`config.mk`:
```
export PLATFORM = sky130hd
export DESIGN_NAME = uart_tx_frame_ctrl
export DESIGN_NICKNAME = d
export VERILOG_FILES = /design/src/rtl/uart_pkg.sv /design/src/rtl/uart_tx_hold_reg.sv /design/src/rtl/uart_tx_frame_ctrl.sv
export SDC_FILE = /design/constraint.sdc
export NUM_CORES = 1
export LEC_CHECK = 0
export CAP_MARGIN = 10
export CORE_ASPECT_RATIO = 0.7
export CORE_MARGIN = 2
export CORE_UTILIZATION = 45
export CTS_CLUSTER_DIAMETER = 150
export DETAILED_ROUTE_END_ITERATION = 8
export GPL_ROUTABILITY_DRIVEN = 1
export GPL_TIMING_DRIVEN = 1
export PLACE_DENSITY = 0.76
export SYNTH_ARGS = -nofsm -noshare
export SYNTH_HDL_FRONTEND = slang
export SYNTH_SLANG_ARGS = --single-unit
```
`constraint.sdc`:
```
create_clock -name CLK -period 3.8 [get_ports CLK]
set_input_delay 0.76 -clock CLK [delete_from_list [all_inputs] [get_ports CLK]]
set_output_delay 0.76 -clock CLK [all_outputs]
set_load 0.05 [all_outputs]
```
`src/rtl/uart_pkg.sv`:
```
// Shared UART encodings and helpers, used by both the Tx and Rx sides.
package uart_pkg;

  typedef enum logic [2:0] {
    ST_IDLE     = 3'd0,
    ST_SYNC     = 3'd1,
    ST_START    = 3'd2,
    ST_DATA     = 3'd3,
    ST_PARITY   = 3'd4,
    ST_STOP     = 3'd5,
    ST_SYNC_BRK = 3'd6,
    ST_BREAK    = 3'd7
  } uart_state_t;

  localparam int DATA_W_MIN = 5;
  localparam int DATA_W_MAX = 9;

  // Bit periods in one frame: start + data + optional parity + 1 or 2 stop.
  function automatic int frame_ticks(input int data_w, input logic par_en, input logic stop2);
    return 2 + data_w + (par_en ? 1 : 0) + (stop2 ? 1 : 0);
  endfunction

  // Payload is zero-extended by the caller; extra zeros do not change the XOR.
  function automatic logic par_bit(input logic [DATA_W_MAX-1:0] data, input logic odd);
    return (^data) ^ odd;
  endfunction

endpackage

```
`src/rtl/uart_tx_hold_reg.sv`:
```
// One-entry holding buffer in front of the Tx serializer; captures payload and frame config together.
module uart_tx_hold_reg #(
  parameter int W = 8
) (
  input  logic         CLK,
  input  logic         RST,
  input  logic [W-1:0] TX_DATA,
  input  logic         TX_VALID,
  output logic         TX_READY,
  input  logic         PAR_EN,
  input  logic         PAR_ODD,
  input  logic         STOP2,
  input  logic         TAKE,
  output logic         HOLD_FULL,
  output logic [W-1:0] HOLD_DATA,
  output logic         HOLD_PAR_EN,
  output logic         HOLD_PAR_ODD,
  output logic         HOLD_STOP2
);

  // Handshake: a payload moves on any rising CLK where TX_VALID && TX_READY;
  // TX_READY depends only on local state, never on TX_VALID.
  logic hold_full;

  always_ff @(posedge CLK or posedge RST) begin
    if (RST) begin
      hold_full    <= 1'b0;
      HOLD_DATA    <= '0;
      HOLD_PAR_EN  <= 1'b0;
      HOLD_PAR_ODD <= 1'b0;
      HOLD_STOP2   <= 1'b0;
    end else if (TX_VALID && !hold_full) begin
      hold_full    <= 1'b1;
      HOLD_DATA    <= TX_DATA;
      HOLD_PAR_EN  <= PAR_EN;
      HOLD_PAR_ODD <= PAR_ODD;
      HOLD_STOP2   <= STOP2;
    end else if (TAKE) begin
      hold_full <= 1'b0;
    end
  end

  assign TX_READY  = ~hold_full;
  assign HOLD_FULL = hold_full;

endmodule

```
`src/rtl/uart_tx_frame_ctrl.sv`:
```
// UART transmit engine: holding buffer, frame FSM, serializer, parity and stop bits.
// Define UART_TX_BREAK_EN to add the BRK_REQ input and the line-break states.
module uart_tx_frame_ctrl
  import uart_pkg::*;
#(
  parameter int DATA_W  = 8,
  parameter int BRK_LEN = 13
) (
  input  logic              CLK,
  input  logic              RST,
  input  logic              TICK,
  input  logic [DATA_W-1:0] TX_DATA,
  input  logic              TX_VALID,
  output logic              TX_READY,
  input  logic              PAR_EN,
  input  logic              PAR_ODD,
  input  logic              STOP2,
`ifdef UART_TX_BREAK_EN
  input  logic              BRK_REQ,
`endif
  output logic              TX_OUT,
  output logic              BUSY,
  output logic              FRAME_DONE,
  output logic [2:0]        STATE_DBG
);

  localparam int CW = $clog2(DATA_W);
  localparam logic [CW-1:0] BIT_LAST = CW'(DATA_W - 1);

  if (DATA_W < DATA_W_MIN || DATA_W > DATA_W_MAX || BRK_LEN < 1) begin : g_param_check
    $error("uart_tx_frame_ctrl: illegal DATA_W or BRK_LEN");
  end

  logic              hold_full;
  logic [DATA_W-1:0] hold_data;
  logic              hold_par_en;
  logic              hold_par_odd;
  logic              hold_stop2;
  logic              take;

  uart_tx_hold_reg #(.W(DATA_W)) u_hold (
    .CLK          (CLK),
    .RST          (RST),
    .TX_DATA      (TX_DATA),
    .TX_VALID     (TX_VALID),
    .TX_READY     (TX_READY),
    .PAR_EN       (PAR_EN),
    .PAR_ODD      (PAR_ODD),
    .STOP2        (STOP2),
    .TAKE         (take),
    .HOLD_FULL    (hold_full),
    .HOLD_DATA    (hold_data),
    .HOLD_PAR_EN  (hold_par_en),
    .HOLD_PAR_ODD (hold_par_odd),
    .HOLD_STOP2   (hold_stop2)
  );

  uart_state_t       state;
  logic [DATA_W-1:0] shreg;
  logic [CW-1:0]     bit_cnt;
  logic              par_en_q;
  logic              stop2_q;
  logic              par_q;
  logic              stop_cnt;
  logic              tx_q;
  logic              done_q;
  logic              stop_last;

`ifdef UART_TX_BREAK_EN
  localparam int BW = $clog2(BRK_LEN + 1);
  localparam logic [BW-1:0] BRK_LOW_LAST = BW'(BRK_LEN - 1);
  localparam logic [BW-1:0] BRK_END      = BW'(BRK_LEN);
  logic [BW-1:0] brk_cnt;
`endif

  // stop_cnt marks that the first of two stop periods has already elapsed.
  assign stop_last = ~stop2_q | stop_cnt;

  always_comb begin
    take = 1'b0;
    case (state)
`ifdef UART_TX_BREAK_EN
      ST_IDLE: take = hold_full & ~BRK_REQ;
`else
      ST_IDLE: take = hold_full;
`endif
      ST_STOP: take = TICK & stop_last & hold_full;
      default: take = 1'b0;
    endcase
  end

  always_ff @(posedge CLK or posedge RST) begin
    if (RST) begin
      state    <= ST_IDLE;
      shreg    <= '0;
      bit_cnt  <= '0;
      par_en_q <= 1'b0;
      stop2_q  <= 1'b0;
      par_q    <= 1'b0;
      stop_cnt <= 1'b0;
      tx_q     <= 1'b1;
      done_q   <= 1'b0;
`ifdef UART_TX_BREAK_EN
      brk_cnt  <= '0;
`endif
    end else begin
      done_q <= 1'b0;
      // Frame config and parity are frozen here so mid-frame input changes are ignored.
      if (take) begin
        shreg    <= hold_data;
        par_en_q <= hold_par_en;
        stop2_q  <= hold_stop2;
        par_q    <= par_bit(DATA_W_MAX'(hold_data), hold_par_odd);
      end
      case (state)
        ST_IDLE: begin
`ifdef UART_TX_BREAK_EN
          if (BRK_REQ) state <= ST_SYNC_BRK;
          else
`endif
          if (hold_full) state <= ST_SYNC;
        end
        ST_SYNC: begin
          if (TICK) begin
            tx_q  <= 1'b0;
            state <= ST_START;
          end
        end
        ST_START: begin
          if (TICK) begin
            tx_q    <= shreg[0];
            bit_cnt <= '0;
            state   <= ST_DATA;
          end
        end
        ST_DATA: begin
          if (TICK) begin
            if (bit_cnt == BIT_LAST) begin
              stop_cnt <= 1'b0;
              if (par_en_q) begin
                tx_q  <= par_q;
                state <= ST_PARITY;
              end else begin
                tx_q  <= 1'b1;
                state <= ST_STOP;
              end
            end else begin
              shreg   <= shreg >> 1;
              bit_cnt <= bit_cnt + 1'b1;
              tx_q    <= shreg[1];
            end
          end
        end
        ST_PARITY: begin
          if (TICK) begin
            tx_q     <= 1'b1;
            stop_cnt <= 1'b0;
            state    <= ST_STOP;
          end
        end
        ST_STOP: begin
          if (TICK) begin
            if (stop_last) begin
              done_q <= 1'b1;
              // A waiting payload starts immediately, so frames run with no idle gap.
              if (hold_full) begin
                tx_q  <= 1'b0;
                state <= ST_START;
              end else begin
                state <= ST_IDLE;
              end
            end else begin
              stop_cnt <= 1'b1;
            end
          end
        end
`ifdef UART_TX_BREAK_EN
        ST_SYNC_BRK: begin
          if (TICK) begin
            tx_q    <= 1'b0;
            brk_cnt <= '0;
            state   <= ST_BREAK;
          end
        end
        ST_BREAK: begin
          // BRK_LEN low periods, then one high stop period before returning to idle.
          if (TICK) begin
            if (brk_cnt == BRK_END) begin
              done_q <= 1'b1;
              state  <= ST_IDLE;
            end else begin
              if (brk_cnt == BRK_LOW_LAST) tx_q <= 1'b1;
              brk_cnt <= brk_cnt + 1'b1;
            end
          end
        end
`endif
        default: state <= ST_IDLE;
      endcase
    end
  end

  assign TX_OUT     = tx_q;
  assign FRAME_DONE = done_q;
  assign BUSY       = (state != ST_IDLE) | hold_full;
  assign STATE_DBG  = state;

endmodule

```
### Yosys cells after proc, flatten, opt, wreduce, memory -nomap -nowiden

Index checks and enable logic that the tools add are counted.

* $add $sub $neg: 1
* equality and inequality tests: 17
* mux-type cells: 40
* bitwise logic cells: 7
* reduce and logical (&&, ||, !) cells: 13

Operator list (count)
* two-way mux 3 bit: 11
* two-way mux 8 bit: 4
* two-way mux 1 bit: 19
* inequality test 2 bit (second input constant): 9
* case mux 3 bit (6 select lines): 1
* AND reduction 8 bit: 2
* equality test 3 bit (second input constant): 3
* XOR reduction 9 bit: 1
* equality test 3 x 2 -> 1 bit (second input constant): 2
* case mux 3 bit (2 select lines): 1
* AND reduction 6 bit: 1
* nonzero test 3 bit: 2
* case mux 1 bit (5 select lines): 1
* nonzero test 5 bit: 1
* inequality test 2 x 1 -> 1 bit (second input constant): 2
* AND reduction 4 bit: 1
* nonzero test 2 bit: 2
* adder 3 x 1 -> 3 bit (second input constant): 1
* equality test 3 x 1 -> 1 bit (second input constant): 1
* zero test 3 bit: 1
* case mux 1 bit (3 select lines): 1
* bitwise AND 1 bit: 2
* two-way mux 2 bit: 1
* NOT 1 bit: 2
* other kinds (5): 6

* flip-flop bits (word level): 32
* input bits: 15
* output and inout port bits: 7

### Logic depth before layout (Yosys ltp)

Gate-level depths: netlist of the first run.

* word-level depth: 9
* depth in mapped cells: 8
* mapped depth without buffers: 7

### Cells and area by module

Synthesis of the first run repeated with hierarchy kept, for this count alone.

* cells, all modules: 157
* area total of the unflattened synthesis: 1745.4 um^2

By module, submodules not included
* uart_tx_frame_ctrl: times used 1, cells each 129, area an instance 1238.7 um^2
* uart_tx_hold_reg: times used 1, cells each 28, area an instance 506.7 um^2

### Worst setup path after synthesis of the first run

OpenSTA, ideal clock, no wires.

* kind: register to output
* start: register state[2], in the netlist STATE_DBG[2]
* end: output port BUSY
* arrival: 1.399 ns
* required time: 3.040 ns
* setup slack: 1.641 ns
* cell stages (with the launch flop): 4
* buffers on the path: 1
* cell sequence: dfrtp_1 -> clkbuf_1 -> nor2_1 -> nand2_1

* cells in the longest elaborated chain, start to end: 2

Ends and longest elaborated chain
* start: declaration: RTL line uart_tx_frame_ctrl.sv:58 `uart_state_t state;`
* start signal: assignment: RTL line uart_tx_frame_ctrl.sv:94 `state <= ST_IDLE;`
* start signal: assignment: RTL line uart_tx_frame_ctrl.sv:121 `if (hold_full) state <= ST_SYNC;`
* start signal: assignment: RTL line uart_tx_frame_ctrl.sv:126 `state <= ST_START;`
* nonzero test 3 bit: RTL line uart_tx_frame_ctrl.sv:205 `assign BUSY = (state != ST_IDLE) | hold_full;`
* OR 1 bit: RTL line uart_tx_frame_ctrl.sv:205
* end: declaration: RTL line uart_tx_frame_ctrl.sv:22 `output logic BUSY,`

Every way passes these cells.

### Worst setup path after layout of the first run

* start: register state[0], in the netlist STATE_DBG[0]
* end: output port BUSY

Same word-level chain as after synthesis.

==> flow_summary.ini, run 1 <==
[outcome]
outcome = complete, no violations

[critical_path]
startpoint_type = flip-flop
critPathMaxFanout = 14
cp.arrival_ps = 1960
endpoint_kind = primary output
cp.required_ps = 3040
crit_type = reg -> out

[cells_and_area]
diodes = 0
area_delta_synth_final_pct = 21.3
drive_above_1_share_pct = 14.3
nets = 198
fillCellCount = 311

[timing]
rsz0062_at_grt = false
setup_viol_count_final = 0
setup-tns-final_ps = 0
skew_ps = 2.10
post-route-period-util_pct = 71.5
maxSlewViolCount = 0
slew_headroom_pct = 42.9
clock.fmax_mhz = 368
worstMarginPinSlew_ps = 855
finalHoldViolCount = 0
final.min_clock_period_ps = 2720

[grt]
antenna_found_initial = 0
grt_max_degree = 33
grt_usage_pct = 17.7
grt_pass1_vias = 1112
grt_pass1_wl_um = 5130
grt_overflow_total = 0

[die]
io_pins = 22
fp.dieW_um = 75.6
dieArea_mm2 = 0.00409
start_util_pct = 46.5
num_rows = 18
core_area_mm2 = 0.00347
die_h_um = 54.1

[synthesis]
syn_area_mm2 = 0.00161
synth_area_leaders = dfrtp_1 48%, mux2_2 7.7%, nand2_1 7.0%
ys_ff_latch = 32
netlist_instances = 162
yosysTopAreaCellShare_pct = 48.1
synth-seq-area-share_pct = 49.7
syn_nets = 179
ys_warn_count = 0
synthDistinctLibCells = 39
yosysTopAreaCell = dfrtp_1
synth_area_per_cell_um2 = 9.96

[clocking]
clock_sinks = 32
htreeDepth = 2
cts-root-buf = clkbuf_8
tritoncts = done
cts_resized = 0
post_cts_buffers = 0
postCtsHoldBufs = 0
numCtsBuffers = 5
cts_buffer_depth = 2
insertion_delay_ps = 290
path_clk_slew_ps = 60

[detailed_routing]
viasPerCell = 5.27
drc_errors = 0
drtAntennaViolNets = 0
wirelength_um = 3240
wl_per_cell_um = 14.0
vias = 1223
drt_iter0_markers = 85
dr.pass1.iters = 4

[place]
gp_congestion = 0.818
hpwl_um = 2370
portBuffers = 21

[power_and_ir_drop]
design_power_total_uw = 1610
power_leakage_uw = 0.000842
p_per_area_mw_per_mm2 = 823
ir_worst_vdd_v = 0.000421

[flow_run]
max_cap_viol_count = 0

[worst_hold_path]
holdCritPathClass = reg -> reg
[registers in the layout, indices dropped and copies added (netlist names)]
register             cells
shreg                    8
u_hold.HOLD_DATA         8
STATE_DBG                3
bit_cnt                  3
FRAME_DONE               1
TX_OUT                   1
par_en_q                 1
par_q                    1
stop2_q                  1
stop_cnt                 1
u_hold.HOLD_FULL         1
u_hold.HOLD_PAR_EN       1
u_hold.HOLD_PAR_ODD      1
u_hold.HOLD_STOP2        1
[synth_stat cells]
master / instances
ha_1: 2
or3_1: 1
nand2_2: 1
a31oi_2: 2
nor3_2: 1
o32ai_1: 1
a41oi_1: 1
nor2_1: 15
dfstp_2: 1
o22ai_1: 2
nand3_1: 1
buf_6: 2
nor3_1: 2
o21ai_0: 2
a31oi_1: 6
a21boi_1: 1
dfrtp_1: 31
nand2_1: 30
xor2_1: 1
buf_2: 6
buf_4: 1
o21a_1: 1
clkbuf_1: 1
a21o_1: 1
clkinv_1: 1
nand3b_1: 1
nand2b_1: 3
a21oi_1: 8
o221ai_1: 1
a32o_1: 2
xnor2_1: 7
inv_1: 4
or3_4: 1
mux2_2: 11
a22o_1: 3
nor2b_1: 3
a21boi_0: 1
o21ai_1: 2
and2_4: 1
[where the power goes]
part	switching [uW]	internal (uW)
logic	330	327
registers	148	488
clock network	123	194
total	601	1010
[final cells by class]
type	count	area [um^2]	area share [%]
Tap cell	50	62.6	3.20
Sequential cell	32	802	41.0
Clock buffer	6	72.6	3.71
Timing Repair Buffer	22	238	12.1
Multi-Input combinational cell	115	728	37.2
Clock inverter	2	35.0	1.79
Inverter	5	18.8	0.959
[worst max-delay path, cell delays in order (launching register included)]
cell and delay [ps]:
dfrtp_1 620, nor2_1 160, nand2_1 90, clkdlybuf4s50_1 790
[layer usage]
| layer | global-route usage [%] | part of all wire, % | vias to the layer above |
|---|---|---|---|
| li1 | - | - | 593 |
| met2 | 28.0 | 48 | 39 |
| met5 | 0 | 0 | - |
| met3 | 5.62 | 6.8 | 6 |
| met1 | 22.6 | 43 | 585 |
| met4 | 7.31 | 1.2 | 0 |
[path summary, 6_finish.rpt]
check | startpoint | endpoint | slack, ps | depth (start not counted)
worst max register to register | bit_cnt[0] | shreg[0] | 1820 | 5
worst min-delay path | u_hold.HOLD_STOP2 | stop2_q | 490 | 2
worst max-delay path | STATE_DBG[0] | BUSY | 1080 | 3
min in group asynchronous | RST | u_hold.HOLD_FULL | 760 | 2
max in group asynchronous | RST | u_hold.HOLD_DATA[3] | 2600 | 3
worst min register to register | u_hold.HOLD_STOP2 | stop2_q | 490 | 2
[metrics by stage]
stage	std cells	area [um^2]	hold slack, ps	worst slack (ps)	utilization (%)
4_1_cts	231	1930	488	1090	55.6
6_report	232	1960	487	1080	56.4
3_5_place_dp	223	1820	463	1120	52.5
5_1_grt	232	1960	502	1010	56.4
3_3_place_gp	223	1820	457	1230	52.5
2_1_floorplan	162	1610	435	1640	-
[cell usage in the layout (no fill, tap or decap), types with 2 or more instances in the layout]
cell type and instances:
a31oi_1 6, a31oi_2 2, ha_1 2, o21ai_0 2, a32o_1 2, nor2_1 15
xnor2_1 7, clkdlybuf4s50_1 21, a21oi_1 8, mux2_2 11, nor3_1 2, nand2b_1 3
inv_1 4, clkbuf_8 5, a22o_1 3, nand2_1 30, o21ai_1 2, o22ai_1 2
nor2b_1 3, dfrtp_1 31
[cells by family after synthesis]
kind of cell / after synthesis / share of synthesized area (%)
multiplexers: 11 / 7.68
AO/OA/AOI/OAI: 34 / 14.7
AND/OR/NAND/NOR: 60 / 16.8
XOR/XNOR: 8 / 4.34
buffers and inverters: 15 / 5.12
flip-flops: 32 / 49.7
adder cells (fa/ha/maj): 2 / 1.55
Note: power is estimated with default switching activity, not from simulation.
==> inputs of run 2 (changes only) <==
- clock period: 3.8 -> 2.5 ns (I/O delays scaled with it)
==> run 2 against run 1 <==
Net effect:
- combinational power increased by 57%
- final cell count increased by 2.6%
- non-clock buffer count increased by 6
- hold slack got worse by 11 ps
- setup slack got worse by 1000 ps
- clock skew about the same
- global-route usage increased by 0.60 points
- first-iteration DRC count decreased by 22%
==> flow_summary.ini, run 2 (synthesized netlist as in run 1, its figures left out) <==
[outcome]
outcome = complete, no violations

[cells_and_area]
fillCellCount = 306
area_delta_synth_final_pct = 21.8
diodes = 0
reg.largest.list = shreg: 8 flops, u_hold.HOLD_DATA: 8 flops
final_cell_mix = 31 x dfrtp_1, 30 x nand2_1, 21 x clkdlybuf4s50_1, 15 x nor2_1, 11 x mux2_2
nets = 204
drive_above_1_share_pct = 16.5
mostFrequentLayoutCell = dfrtp_1

[detailed_routing]
drtAntennaViolNets = 0
wl_per_cell_um = 13.7
dr.pass1.iters = 4
viasPerCell = 5.35
drc_errors = 0
vias = 1273
drt_iter0_markers = 66
wirelength_um = 3250

[timing]
setup-tns-final_ps = 0
setup_viol_count_final = 0
rsz0062_at_grt = false
slew_headroom_pct = 66.2
post-route-period-util_pct = 97.5
final.min_clock_period_ps = 2440
finalHoldViolCount = 0
worstMarginPinSlew_ps = 506
clock.fmax_mhz = 410
maxSlewViolCount = 0
skew_ps = 2.52
fin_ws_ps = 63.7

[critical_path]
crit_path_end = BUSY
rr_startpoint = bit_cnt[0]
endpoint_kind = primary output
crit_type = reg -> out
cp.required_ps = 2000
worstSetupStartpoint = STATE_DBG[0]
rr_worst_depth = 5
timing.rr.end = shreg[0]
regToRegSetupSlack_ps = 600
cp.arrival_ps = 1940
critPathMaxFanout = 14
startpoint_type = flip-flop

[flow_run]
max_cap_viol_count = 0

[clocking]
clock_sinks = 32
path_clk_slew_ps = 60
postCtsHoldBufs = 0
post_cts_buffers = 0
cts_buffer_depth = 2
numCtsBuffers = 5
insertion_delay_ps = 280
cts_resized = 0
tritoncts = done
htreeDepth = 2
cts-root-buf = clkbuf_8

[place]
hpwl_um = 2350
gp_congestion = 0.884
dpl_worst_slack_ps = 371
portBuffers = 21

[grt]
grt_busiest_layer = met2
met2_usage_pct = 25.9
grtUsageMet3_pct = 5.62
grt_overflow_total = 0
grt_pass1_vias = 1155
grt_usage_pct = 18.3
grt_max_degree = 33
antenna_found_initial = 0
grt_pass1_wl_um = 5420
gr-usage-met1_pct = 25.6

[die]
dieArea_mm2 = 0.00409
core_area_mm2 = 0.00347
die_h_um = 54.1
fp.dieW_um = 75.6
io_pins = 22
num_rows = 18
start_util_pct = 46.5

[power_and_ir_drop]
power_leakage_uw = 0.000855
ir_worst_vdd_v = 0.000600
p_per_area_mw_per_mm2 = 1210

[worst_hold_path]
holdCritPathClass = reg -> reg
[run 2: per-stage QoR]
step	util, %	power, uW	std cells	cell area (um^2)	hold slack, ps
floorplan	-	1750	162	1610	435
global placement	54.0	1920	230	1870	449
detailed placement	54.0	1970	230	1870	463
CTS	56.6	2390	238	1960	482
global route	56.6	2550	238	1960	527
finish	56.6	2370	238	1960	476
[run 2: layout make-up]
cell class / count / area [um^2] / area share [%]
Inverter: 5 / 18.8 / 0.955
Timing Repair Buffer: 28 / 263 / 13.4
Clock buffer: 8 / 90.1 / 4.59
Tap cell: 50 / 62.6 / 3.18
Sequential cell: 32 / 802 / 40.8
Multi-Input combinational cell: 115 / 728 / 37.1
[run 2: worst max-delay path, cell delays in order, from the launching register on]
cell and delay, ps:
dfrtp_1 610, nor2_1 150, nand2_1 90, clkdlybuf4s50_1 800
[run 2: how the worst min path moves through the flow]
stage                to               start  depth (start not counted)  slack [ps]
6_report       par_en_q  u_hold.HOLD_PAR_EN                          2         480
5_1_grt        par_en_q  u_hold.HOLD_PAR_EN                          2         530
4_1_cts        par_en_q  u_hold.HOLD_PAR_EN                          2         480
3_5_place_dp    stop2_q   u_hold.HOLD_STOP2                          2         460
3_3_place_gp   par_en_q  u_hold.HOLD_PAR_EN                          2         450
2_1_floorplan  par_en_q  u_hold.HOLD_PAR_EN                          2         430
[run 2: where the power goes]
part           leakage (uW)  internal (uW)  switching (uW)
Clock             0.0000455            224             178
Combinational      0.000434            509             521
Sequential         0.000376            742             196
[run 2: per-layer routing]
| metal | vias up | wire length [um] |
|---|---|---|
| met5 | - | 0 |
| met4 | 0 | 57 |
| met1 | 620 | 1470 |
| met3 | 7 | 210 |
| li1 | 603 | - |
| met2 | 43 | 1510 |
